## config.mk

```make
export PLATFORM = sky130hd
export DESIGN_NAME = seg7_scan_driver_flat
export DESIGN_NICKNAME = d
export VERILOG_FILES = /design/src/rtl/seg7_pkg.sv /design/src/rtl/seg7_scan_driver_if.sv /design/src/rtl/seg7_hex_decoder.sv /design/src/rtl/seg7_scan_driver.sv /design/src/flat_wrapper.sv
export SDC_FILE = /design/constraint.sdc
export NUM_CORES = 1
export LEC_CHECK = 0
export ABC_AREA = 1
export BUFFER_PORTS_ARGS = -buffer_cell sky130_fd_sc_hd__clkbuf_2
export CAP_MARGIN = 25
export CELL_PAD_IN_SITES_DETAIL_PLACEMENT = 0
export CELL_PAD_IN_SITES_GLOBAL_PLACEMENT = 1
export CORE_MARGIN = 1
export CORE_UTILIZATION = 25
export DETAILED_ROUTE_END_ITERATION = 10
export PLACE_DENSITY = 0.53
export SYNTH_ARGS = -nofsm -noshare
export SYNTH_HDL_FRONTEND = slang
export SYNTH_SLANG_ARGS = --single-unit
```

## constraint.sdc

```tcl
create_clock -name clk -period 3.33 [get_ports clk]
set_clock_uncertainty 0.2 [all_clocks]
set_input_delay 0.333 -clock clk [delete_from_list [all_inputs] [get_ports clk]]
set_output_delay 0.333 -clock clk [all_outputs]
set_load 0.05 [all_outputs]
```

## src/rtl/seg7_pkg.sv

```systemverilog
// Shared glyph constants and the nibble-to-segment lookup for the 7-segment scan driver.
// Glyph bit order is {g,f,e,d,c,b,a}, active-high.
package seg7_pkg;

    localparam logic [6:0] GLYPH_0 = 7'h3F;
    localparam logic [6:0] GLYPH_1 = 7'h06;
    localparam logic [6:0] GLYPH_2 = 7'h5B;
    localparam logic [6:0] GLYPH_3 = 7'h4F;
    localparam logic [6:0] GLYPH_4 = 7'h66;
    localparam logic [6:0] GLYPH_5 = 7'h6D;
    localparam logic [6:0] GLYPH_6 = 7'h7D;
    localparam logic [6:0] GLYPH_7 = 7'h07;
    localparam logic [6:0] GLYPH_8 = 7'h7F;
    localparam logic [6:0] GLYPH_9 = 7'h6F;
    localparam logic [6:0] GLYPH_A = 7'h77;
    localparam logic [6:0] GLYPH_B = 7'h7C;
    localparam logic [6:0] GLYPH_C = 7'h39;
    localparam logic [6:0] GLYPH_D = 7'h5E;
    localparam logic [6:0] GLYPH_E = 7'h79;
    localparam logic [6:0] GLYPH_F = 7'h71;

    localparam logic [6:0] SEG_OFF = 7'h00;

    function automatic logic [6:0] hex_to_seg(input logic [3:0] nibble);
        logic [6:0] g;
        case (nibble)
            4'h0: g = GLYPH_0;
            4'h1: g = GLYPH_1;
            4'h2: g = GLYPH_2;
            4'h3: g = GLYPH_3;
            4'h4: g = GLYPH_4;
            4'h5: g = GLYPH_5;
            4'h6: g = GLYPH_6;
            4'h7: g = GLYPH_7;
            4'h8: g = GLYPH_8;
            4'h9: g = GLYPH_9;
            4'hA: g = GLYPH_A;
            4'hB: g = GLYPH_B;
            4'hC: g = GLYPH_C;
            4'hD: g = GLYPH_D;
            4'hE: g = GLYPH_E;
            default: g = GLYPH_F;
        endcase
        return g;
    endfunction

endpackage

```

## src/rtl/seg7_scan_driver_if.sv

```systemverilog
// Display data/pin bundle between the core (master) and the scan driver (slave).
interface seg7_scan_driver_if #(
    parameter int NUM_DIGITS = 4
);
    // No backpressure: inputs are sampled only at frame boundaries and
    // frame_start is a one-cycle strobe marking the cycle the shadows took them.
    logic [4*NUM_DIGITS-1:0] value;
    logic [NUM_DIGITS-1:0]   dp_in;
    logic [NUM_DIGITS-1:0]   digit_en;
    logic [3:0]              brightness;
    logic [6:0]              seg;
    logic                    dp;
    logic [NUM_DIGITS-1:0]   an;
    logic                    frame_start;

    modport master (
        output value, dp_in, digit_en, brightness,
        input  seg, dp, an, frame_start
    );

    modport slave (
        input  value, dp_in, digit_en, brightness,
        output seg, dp, an, frame_start
    );

endinterface

```

## src/rtl/seg7_hex_decoder.sv

```systemverilog
// Combinational hex nibble to active-high {g,f,e,d,c,b,a} glyph.
module seg7_hex_decoder
    import seg7_pkg::*;
(
    input  logic [3:0] nibble,
    output logic [6:0] glyph
);

    always_comb begin
        glyph = hex_to_seg(nibble);
    end

endmodule

```

## src/rtl/seg7_scan_driver.sv

```systemverilog
// Multiplexed N-digit 7-segment scan driver with frame-coherent shadows, ghost guard and PWM.
// Optional leading-zero blanking is enabled by defining SEG7_LZ_BLANK_EN.
module seg7_scan_driver
    import seg7_pkg::*;
#(
    parameter int NUM_DIGITS = 4,
    parameter int DIV_W      = 18,
    parameter int ACTIVE_LOW = 1
) (
    input logic clk,
    input logic clr,
    seg7_scan_driver_if.slave bus
);

    localparam int IDX_W = (NUM_DIGITS > 1) ? $clog2(NUM_DIGITS) : 1;
    localparam logic [IDX_W-1:0] LAST_IDX = IDX_W'(NUM_DIGITS - 1);
    localparam logic INV = (ACTIVE_LOW != 0);
    localparam logic [6:0] SEG_IDLE = {7{INV}};
    localparam logic [NUM_DIGITS-1:0] AN_IDLE = {NUM_DIGITS{INV}};

    logic [DIV_W-1:0]        prescaler_q, prescaler_d;
    logic [IDX_W-1:0]        index_q, index_d;
    logic [4*NUM_DIGITS-1:0] value_sh_q, value_sh_d;
    logic [NUM_DIGITS-1:0]   dp_sh_q, dp_sh_d;
    logic [NUM_DIGITS-1:0]   en_sh_q, en_sh_d;
    logic [3:0]              bright_sh_q, bright_sh_d;
    logic [6:0]              seg_q, seg_d;
    logic                    dp_q, dp_d;
    logic [NUM_DIGITS-1:0]   an_q, an_d;
    logic                    frame_start_q, frame_start_d;

    logic                    frame_edge;
    logic [NUM_DIGITS-1:0]   en_eff;
    logic [NUM_DIGITS-1:0]   an_hot;
    logic [3:0]              nibble_sel;
    logic                    en_sel;
    logic                    dp_sel;
    logic [3:0]              phase;
    logic                    lit;
    logic [6:0]              glyph;

    always_comb begin
        frame_edge    = (&prescaler_q) && (index_q == LAST_IDX);
        prescaler_d   = prescaler_q + 1'b1;
        index_d       = index_q;
        if (&prescaler_q) begin
            index_d = (index_q == LAST_IDX) ? '0 : index_q + 1'b1;
        end
        value_sh_d    = value_sh_q;
        dp_sh_d       = dp_sh_q;
        en_sh_d       = en_sh_q;
        bright_sh_d   = bright_sh_q;
        if (frame_edge) begin
            value_sh_d  = bus.value;
            dp_sh_d     = bus.dp_in;
            en_sh_d     = bus.digit_en;
            bright_sh_d = bus.brightness;
        end
        frame_start_d = frame_edge;
    end

    // Effective enables come from shadows only, so blanking never tears a frame.
`ifdef SEG7_LZ_BLANK_EN
    logic hi_zero;
    always_comb begin
        en_eff  = en_sh_q;
        hi_zero = 1'b1;
        for (int k = NUM_DIGITS - 1; k >= 1; k--) begin
            hi_zero = hi_zero && (value_sh_q[4*k +: 4] == 4'h0);
            if (hi_zero && !dp_sh_q[k]) begin
                en_eff[k] = 1'b0;
            end
        end
    end
`else
    always_comb begin
        en_eff = en_sh_q;
    end
`endif

    always_comb begin
        nibble_sel = 4'h0;
        en_sel     = 1'b0;
        dp_sel     = 1'b0;
        an_hot     = '0;
        for (int k = 0; k < NUM_DIGITS; k++) begin
            if (index_q == IDX_W'(k)) begin
                nibble_sel = value_sh_q[4*k +: 4];
                en_sel     = en_eff[k];
                dp_sel     = dp_sh_q[k];
                an_hot[k]  = 1'b1;
            end
        end
    end

    seg7_hex_decoder u_dec (
        .nibble (nibble_sel),
        .glyph  (glyph)
    );

    // Phase 0 stays dark so the segment bus settles before the next anode turns on.
    always_comb begin
        phase = prescaler_q[DIV_W-1 -: 4];
        lit   = en_sel && (phase != 4'h0) && (phase <= bright_sh_q);
        seg_d = (lit ? glyph : SEG_OFF) ^ SEG_IDLE;
        dp_d  = (lit & dp_sel) ^ INV;
        an_d  = (lit ? an_hot : '0) ^ AN_IDLE;
    end

    always_ff @(posedge clk) begin
        if (clr) begin
            prescaler_q   <= '0;
            index_q       <= '0;
            value_sh_q    <= '0;
            dp_sh_q       <= '0;
            en_sh_q       <= '0;
            bright_sh_q   <= '0;
            seg_q         <= SEG_IDLE;
            dp_q          <= INV;
            an_q          <= AN_IDLE;
            frame_start_q <= 1'b0;
        end else begin
            prescaler_q   <= prescaler_d;
            index_q       <= index_d;
            value_sh_q    <= value_sh_d;
            dp_sh_q       <= dp_sh_d;
            en_sh_q       <= en_sh_d;
            bright_sh_q   <= bright_sh_d;
            seg_q         <= seg_d;
            dp_q          <= dp_d;
            an_q          <= an_d;
            frame_start_q <= frame_start_d;
        end
    end

    assign bus.seg         = seg_q;
    assign bus.dp          = dp_q;
    assign bus.an          = an_q;
    assign bus.frame_start = frame_start_q;

endmodule

```

## src/flat_wrapper.sv

```systemverilog
// flat-port wrapper written by rule: the top's interface ports become plain ports
module seg7_scan_driver_flat import seg7_pkg::*;
#(
    parameter int NUM_DIGITS = 4,
    parameter int DIV_W      = 18,
    parameter int ACTIVE_LOW = 1
)
  (clk, clr, bus_value, bus_dp_in, bus_digit_en, bus_brightness, bus_seg, bus_dp, bus_an, bus_frame_start);
  seg7_scan_driver_if #(.NUM_DIGITS(NUM_DIGITS)) bus_i ();
  input logic clk;
  input logic clr;
  input wire logic [$bits(bus_i.value)-1:0] bus_value;
  input wire logic [$bits(bus_i.dp_in)-1:0] bus_dp_in;
  input wire logic [$bits(bus_i.digit_en)-1:0] bus_digit_en;
  input wire logic [$bits(bus_i.brightness)-1:0] bus_brightness;
  output wire logic [$bits(bus_i.seg)-1:0] bus_seg;
  output wire logic [$bits(bus_i.dp)-1:0] bus_dp;
  output wire logic [$bits(bus_i.an)-1:0] bus_an;
  output wire logic [$bits(bus_i.frame_start)-1:0] bus_frame_start;
  assign bus_i.value = bus_value;
  assign bus_i.dp_in = bus_dp_in;
  assign bus_i.digit_en = bus_digit_en;
  assign bus_i.brightness = bus_brightness;
  assign bus_seg = bus_i.seg;
  assign bus_dp = bus_i.dp;
  assign bus_an = bus_i.an;
  assign bus_frame_start = bus_i.frame_start;
  seg7_scan_driver #(.NUM_DIGITS(NUM_DIGITS), .DIV_W(DIV_W), .ACTIVE_LOW(ACTIVE_LOW)) u_core (.clk(clk), .clr(clr), .bus(bus_i));
endmodule
```

==> results of run 1 <==
[area by class of cell]
cell class | instances | area, um^2
Inverter | 40 | 150
Clock buffer | 10 | 239
Sequential cell | 61 | 1220
Timing Repair Buffer | 48 | 255
Clock inverter | 5 | 27.5
Tap cell | 143 | 179
Multi-Input combinational cell | 289 | 1480
Fill cell | 1269 | 7910
[logic make-up (layout without fill, tap and decap cells)]
family	Yosys count	after routing	share of synthesized area, %
DFF	61	61	41.4
buffers and inverters	59	103	8.40
xor gates and xnor gates	3	3	0.891
and+or+nand+nor	201	201	30.7
adders and majority gates	15	15	6.36
AOI/OAI and AO/OA	70	70	12.2
[worst max-delay path, cell delays in order, from the launching register on]
cell and delay (ns):
dfxtp_1 0.38, inv_1 0.08, ha_1 0.28, inv_1 0.20, nand3_1 0.09, nand3_1 0.07
nand2_1 0.07, nand2_1 0.15, inv_1 0.10, ha_1 0.21, inv_1 0.10, nor3_1 0.06
nor2_1 0.12, nand2_1 0.06
[registers in the layout (all words and copies together) (netlist names)]
register / cells
u_core.prescaler_q: 18
u_core.value_sh_q: 16
u_core.bus.seg: 7
u_core.bright_sh_q: 4
u_core.bus.an: 4
u_core.dp_sh_q: 4
u_core.en_eff: 4
u_core.index_q: 2
u_core.bus.dp: 1
u_core.bus.frame_start: 1
[metal layers]
metal	GRT usage, %	up-vias	share of wire (%)
met5	0	-	0
met4	5.07	0	1.8
met3	4.39	13	3.6
met2	24.1	35	49
met1	16.2	1248	46
li1	-	1443	-
[power by group]
part | total [W] | leakage (nW) | internal (W) | switching [W]
Combinational | 0.0000366 | 0.755 | 0.0000170 | 0.0000196
Sequential | 0.000737 | 0.492 | 0.000734 | 0.00000312
Clock | 0.000830 | 0.134 | 0.000512 | 0.000318
[worst max path at each step]
stage          slack, ns                            endpoint                              from
2_1_floorplan       1.14        u_core.bus.seg[3]$_SDFF_PP1_    u_core.index_q[1]$_SDFFE_PP0P_
3_3_place_gp        1.02  u_core.value_sh_q[15]$_SDFFE_PP0P_  u_core.prescaler_q[0]$_SDFF_PP0_
3_5_place_dp         1.0  u_core.bright_sh_q[2]$_SDFFE_PP0P_  u_core.prescaler_q[0]$_SDFF_PP0_
4_1_cts             0.99  u_core.bright_sh_q[2]$_SDFFE_PP0P_  u_core.prescaler_q[0]$_SDFF_PP0_
5_1_grt             0.73        u_core.bus.seg[0]$_SDFF_PP1_    u_core.index_q[1]$_SDFFE_PP0P_
6_report            1.04        u_core.bus.seg[0]$_SDFF_PP1_    u_core.index_q[1]$_SDFFE_PP0P_
[stage by stage]
| stage | hold WS, ns | utilization [%] | area [um^2] | cells | setup slack [ns] |
|---|---|---|---|---|---|
| finish | 0.0575 | 31.0 | 3550 | 596 | 1.04 |
| CTS | 0.0517 | 31.0 | 3550 | 596 | 0.991 |
| global placement | 0.253 | 28.7 | 3290 | 581 | 1.02 |
| global route | 0.0638 | 31.0 | 3550 | 596 | 0.726 |
| floorplan | 0.236 | - | 2950 | 409 | 1.14 |
| detailed placement | 0.257 | 28.7 | 3290 | 581 | 0.995 |
[cells in the final DEF, fill, tap and decap left out, types with 2 or more instances in the layout]
cell type	synthesis	layout
a21oi_1	49	49
a31oi_1	2	2
buf_4	1	6
clkbuf_16	0	9
clkbuf_2	0	42
clkinv_2	0	4
dfxtp_1	61	61
ha_1	15	15
inv_1	38	38
nand2_1	103	103
nand3_1	27	27
nand3_2	2	2
nand4_1	31	31
nor2_1	25	25
nor2_2	2	2
nor3_1	7	7
o21ai_0	16	16
xor2_1	2	2
==> results by group, run 1 <==
Outcome
  • Status: finished, final reports clean

GRT
  • First-pass GRT wire length: 13500 um
  • Global route overflow: 0
  • Vias in the first global route: 2787
  • Maximum number of pins on one net before global-route repair: 42
  • Initial antenna violation count: 0
  • GRT Overall Usage: 14.0%

Timing
  • Slew Limit Headroom: 54.8%
  • Worst slew pin tran: 0.678 ns
  • RSZ-0062 raised after global routing: no
  • Period minus WS final: 2.29 ns
  • Max Clock Freq: 0.436 GHz
  • Setup_tns: 0 ns
  • Endpoints failing hold: 0
  • Final setup viols: 0
  • Slew Limit Fails: 0
  • Period utilisation layout: 68.9%

Place
  • GP Congestion: 0.777
  • IO Port Bufs: 42
  • Hpwl dp: 5550 um

Power
  • PwrDens: 451 mW/mm^2
  • Leakage: 1.38 nW
  • Total power: 0.00160 W
  • Peak VDD IR: 0.000240 V

Hold path
  • Worst hold path class: primary input to flip-flop
  • Hold Path End: u_core.value_sh_q[5]$_SDFFE_PP0P_
  • Hold Path Origin: bus_value[5]
  • Cells on Worst Hold Path: 3

Routing
  • Routed WL per cell: 13.3 um
  • Initial drt markers: 81
  • Remaining DRCs: 0
  • Average vias per placed instance: 4.60
  • WL final: 7910 um
  • Post-route ant nets: 0
  • Routed vias: 2739
  • Drt first pass iters: 5

Clock tree
  • Clk Latency, worst-skew pair: 0.33 ns
  • Clock Tree Root: clkbuf_16
  • Post-CTS Setup Inserts: 0
  • Hold buffers post-CTS: 0
  • CTS tree: yes
  • H-tree levels: 3
  • PostCTS Resize Cnt: 0
  • Clock buffer depth: 2
  • CTS buffer count: 9
  • Sink Count: 61
  • Clock transition at path regs: 0.05 ns

Yosys
  • Most frequent cell after synthesis: nand2_1
  • Most frequent cells after synthesis: 103 x nand2_1, 61 x dfxtp_1, 49 x a21oi_1
  • Top_reg_cell synth: dfxtp_1
  • Sequential-to-total area share from yosys stat: 41.4%
  • Post-synthesis register bit count: 61
  • Mapped Area: 0.00295 mm^2
  • Number of synthesized flops with an enable pin: 0
  • Ys async rst share: 0%
  • Cell taking the most area after synthesis: dfxtp_1
  • Ranking of synthesized cells by area: dfxtp_1 41%, nand2_1 13%, a21oi_1 8.3%
  • Netlist cell types: 28
  • Syn Nets: 454
  • Synth Instances: 409
  • Top-area cell type share of the netlist area: 41.4%
  • Post-Syn Area per Cell: 7.21 um^2
  • Yosys warns: 0

Run
  • Max Cap Viol: 0

Finish
  • Layout Nets: 494
  • Share of layout cells above drive strength 1: 15.7%
  • Antenna diode count: 0
  • Area delta synth->final: 20.4%

Setup path
  • Setup crit start kind: flip-flop
  • Worst Setup End Kind: flip-flop
  • R2r endpoint: u_core.bus.seg[0]$_SDFF_PP1_
  • Reg2reg path depth: 13
  • Reg2reg start: u_core.index_q[1]$_SDFFE_PP0P_
  • Critical path required time: 3.35 ns
  • CP Max Fanout: 9
  • Worst Path Arrival: 2.32 ns
  • WS Path Type: flip-flop to flip-flop
  • Register-to-register setup slack: 1.04 ns

Floorplanning
  • Die height: 111 um
  • Num ports: 43
  • Die ar.: 0.0122 mm^2
  • Die width: 111 um
  • Initial Util: 25.7%
  • Core area: 0.0115 mm^2
  • Rows: 39
Note: power is estimated with default switching activity, not from simulation.
==> inputs of run 2 (changes only) <==
- ABC_AREA: 1 -> 0
- PLACE_DENSITY: 0.53 -> 0.5
- clock period: 3.33 -> 2.3 ns (I/O delays scaled with it)
==> run 2 against run 1 <==
Effect of this change: register-to-register slack got worse by 0.91 ns; hold slack improved by 0.088 ns; critical path type unchanged; sequential share of layout area decreased by 1.3 points; combinational power increased to 2.6 times the previous value; clock power increased by 6.6%; core utilization increased by 4.5 points; die area decreased by 7.8%; synthesized cell count decreased by 33%; sequential power increased by 44%; largest power group is now registers; routed wire length decreased by 19%; first-iteration DRC count decreased by 12%; final cell count decreased by 14%.
==> results by group, run 2 <==
Yosys
  • Cell taking the most area after synthesis: dfxtp_1
  • Yosys warns: 0 (unchanged)
  • Sequential-to-total area share from yosys stat: 45.0% (+3.6 points)
  • Most frequent cell after synthesis: dfxtp_1
  • Synth Instances: 274 (-33%)
  • Ranking of synthesized cells by area: dfxtp_1 45%, ha_1 6.9%, a22o_2 6.6%
  • Top_reg_cell synth: dfxtp_1
  • Syn Nets: 319 (-30%)
  • Ys async rst share: 0% (unchanged)
  • Post-Syn Area per Cell: 9.91 um^2 (+37%)
  • Netlist cell types: 45 (+61%)
  • Most frequent cells after synthesis: 61 x dfxtp_1, 22 x nor2_1, 20 x nand2_1
  • Number of synthesized flops with an enable pin: 0 (unchanged)
  • Post-synthesis register bit count: 61 (unchanged)
  • Top-area cell type share of the netlist area: 45.0% (+3.6 points)
  • Mapped Area: 0.00272 mm^2 (-7.9%)

Finish
  • Largest register FFs: 18 (unchanged)
  • Final Util: 35.5% (+4.5 points)
  • Share of layout cells above drive strength 1: 31.8% (+16 points)
  • Most common cell after layout, fill and taps aside: dfxtp_1
  • Most frequent cells in the layout: 60 x dfxtp_1, 42 x clkbuf_2, 29 x buf_4
  • Most flops, register: u_core.prescaler_q
  • Antenna diode count: 0 (unchanged)
  • Area delta synth->final: 36.2%
  • Layout Nets: 415 (-16%)

Place
  • Hpwl dp: 4540 um (-18%)
  • Place WS: 0.108 ns (-0.887 ns)
  • IO Port Bufs: 42 (unchanged)
  • GP Congestion: 0.710 (-8.6%)

Timing
  • Slew Limit Headroom: 77.1% (+22 points)
  • Final setup viols: 0 (unchanged)
  • Slew Limit Fails: 0 (unchanged)
  • Period minus WS final: 2.18 ns (-0.118 ns)
  • Worst slew pin tran: 0.343 ns (-0.335 ns)
  • Endpoints failing hold: 0 (unchanged)
  • Period utilisation layout: 94.6% (+26 points)
  • Max Clock Freq: 0.460 GHz (+5.4%)
  • Final worst slack: 0.124 ns (-0.912 ns)
  • RSZ-0062 raised after global routing: yes

Power
  • Leakage: 1.45 nW (+5.1%)
  • Seq pwr share: 52.1% (+6.1 points)
  • Sw Ratio: 22.2% (+0.96 points)
  • PwrDens: 552 mW/mm^2 (+22%)
  • Clk network pwr share: 43.3% (-8.4 points)
  • Comb power frac: 4.6% (+2.3 points)
  • Peak VDD IR: 0.000226 V (-5.6%)
  • Psw: 0.000453 W (+33%)
  • Cell Int Power: 0.00159 W (+26%)

GRT
  • Global route overflow: 0 (unchanged)
  • Vias in the first global route: 2161 (-22%)
  • Initial antenna violation count: 0 (unchanged)
  • GRT Overall Usage: 12.2% (-1.8 points)
  • First-pass GRT wire length: 10400 um (-23%)
  • Maximum number of pins on one net before global-route repair: 25 (-40%)

Floorplanning
  • Num ports: 43 (unchanged)
  • Initial Util: 26.1% (+0.35 points)
  • Die height: 106 um (-4.0%)
  • Die ar.: 0.0113 mm^2 (-7.8%)
  • Die width: 106 um (-4.0%)
  • Rows: 37 (-5.1%)
  • Core area: 0.0104 mm^2 (-9.2%)

Clock tree
  • Clock Tree Root: clkbuf_8
  • Clock transition at path regs: 0.07 ns (+0.02 ns)
  • Sink Count: 61 (unchanged)
  • CTS buffer count: 9 (unchanged)
  • Clk Latency, worst-skew pair: 0.34 ns (about the same)
  • H-tree levels: 3 (unchanged)
  • CTS tree: yes
  • Clock buffer depth: 2 (unchanged)

Setup path
  • Critical path required time: 2.35 ns (-1.00 ns)
  • Setup crit start kind: flip-flop
  • CP Max Fanout: 6 (-3)
  • WS Path Type: flip-flop to flip-flop
  • Worst Path Arrival: 2.23 ns (-0.09 ns)
  • Worst Setup End Kind: flip-flop

Routing
  • Post-route ant nets: 0 (unchanged)
  • Drt first pass iters: 4 (-1)
  • Average vias per placed instance: 4.34 (-5.5%)
  • Routed vias: 2214 (-19%)
  • Routed WL per cell: 12.6 um (-4.8%)
  • WL final: 6440 um (-19%)
  • Initial drt markers: 71 (-12%)
  • Remaining DRCs: 0 (unchanged)

Hold path
  • Worst hold path class: primary input to flip-flop

Run
  • Max Cap Viol: 0 (unchanged)

Outcome
  • Status: finished, final reports clean
-- run 2: cell types whose count changed after synthesis, sizes merged, moves of 5 or more --
cell   before  now
nor2       28   22
a22o        0   30
nor2b       1    6
xnor2       1   11
nand2     104   20
nand4      31    3
nand3      29    9
nor4        0    5
a21oi      49    6
inv        39   16
o21ai      16    7
-- run 2: power by group through the flow --
stage                     Clock [W]  Combinational (W)  Sequential, W
after floorplan                   0          0.0000219        0.00109
after global placement            0          0.0000582        0.00109
after detailed placement          0          0.0000566        0.00109
after CTS                  0.000929          0.0000948        0.00106
after global routing       0.000998           0.000104        0.00106
final                      0.000885          0.0000937        0.00106
-- run 2: metrics by stage --
| step | power (W) | instance area [um^2] | cells | TNS, ns | hold WS (ns) |
|---|---|---|---|---|---|
| after global placement | 0.00115 | 3190 | 464 | 0 | 0.241 |
| final | 0.00204 | 3700 | 510 | 0 | 0.145 |
| after global routing | 0.00217 | 3700 | 510 | -0.0624 | 0.135 |
| after floorplan | 0.00111 | 2720 | 274 | 0 | 0.155 |
| after CTS | 0.00209 | 3650 | 507 | 0 | 0.131 |
| after detailed placement | 0.00114 | 3190 | 464 | 0 | 0.243 |
-- run 2: final timing paths --
check | slack, ns | end | from | cells past startpoint
worst max-delay path | 0.12 | u_core.bus.seg[1]$_SDFF_PP1_ | u_core.index_q[0]$_SDFFE_PP0P_ | 9
worst min-delay path | 0.15 | u_core.prescaler_q[13]$_SDFF_PP0_ | clr | 3
worst max register to register | 0.12 | u_core.bus.seg[1]$_SDFF_PP1_ | u_core.index_q[0]$_SDFFE_PP0P_ | 9
worst min register to register | 0.29 | u_core.bright_sh_q[3]$_SDFFE_PP0P_ | u_core.bright_sh_q[3]$_SDFFE_PP0P_ | 1
-- run 2: critical path: stages, from the launching register on --
cell and delay, ns:
dfxtp_2 0.36, inv_1 0.08, ha_2 0.22, buf_4 0.16, nor3b_1 0.15, a311oi_2 0.27
buf_4 0.16, clkdlybuf4s15_2 0.24, mux2i_1 0.08, o221ai_1 0.16
-- run 2: metal layers --
metal	wire length, um	track usage, %	share of wire, %	up-vias
met5	0	0	0	-
met4	75	5.06	1.2	0
met3	249	3.86	3.9	7
met2	2700	17.6	42	41
met1	3410	16.7	53	997
li1	-	-	-	1169
-- run 2: cell type report --
cell class	instances	area [um^2]
clock buffer	12	165
multi-input combinational	182	1340
sequential	61	1220
inverter	16	60.1
clock inverter	3	20.0
fill	1094	6720
tap	136	170
timing repair buffer	100	719
-- run 2: what timing repair did --
action	in CTS	in global routing
buffers inserted	0	2
gates resized for setup	0	7
hold buffers	28	0
endpoints found under the hold margin	28	0
setup endpoints to repair	0	10
-- run 2: kinds of logic after synthesis --
family | synth area share [%]
buffers and inverters | 6.63
multiplexers | 1.11
XOR/XNOR | 4.51
adder cells (fa/ha/maj) | 6.91
flip-flops | 45.0
AO/OA/AOI/OAI | 18.5
AND/OR/NAND/NOR | 17.4
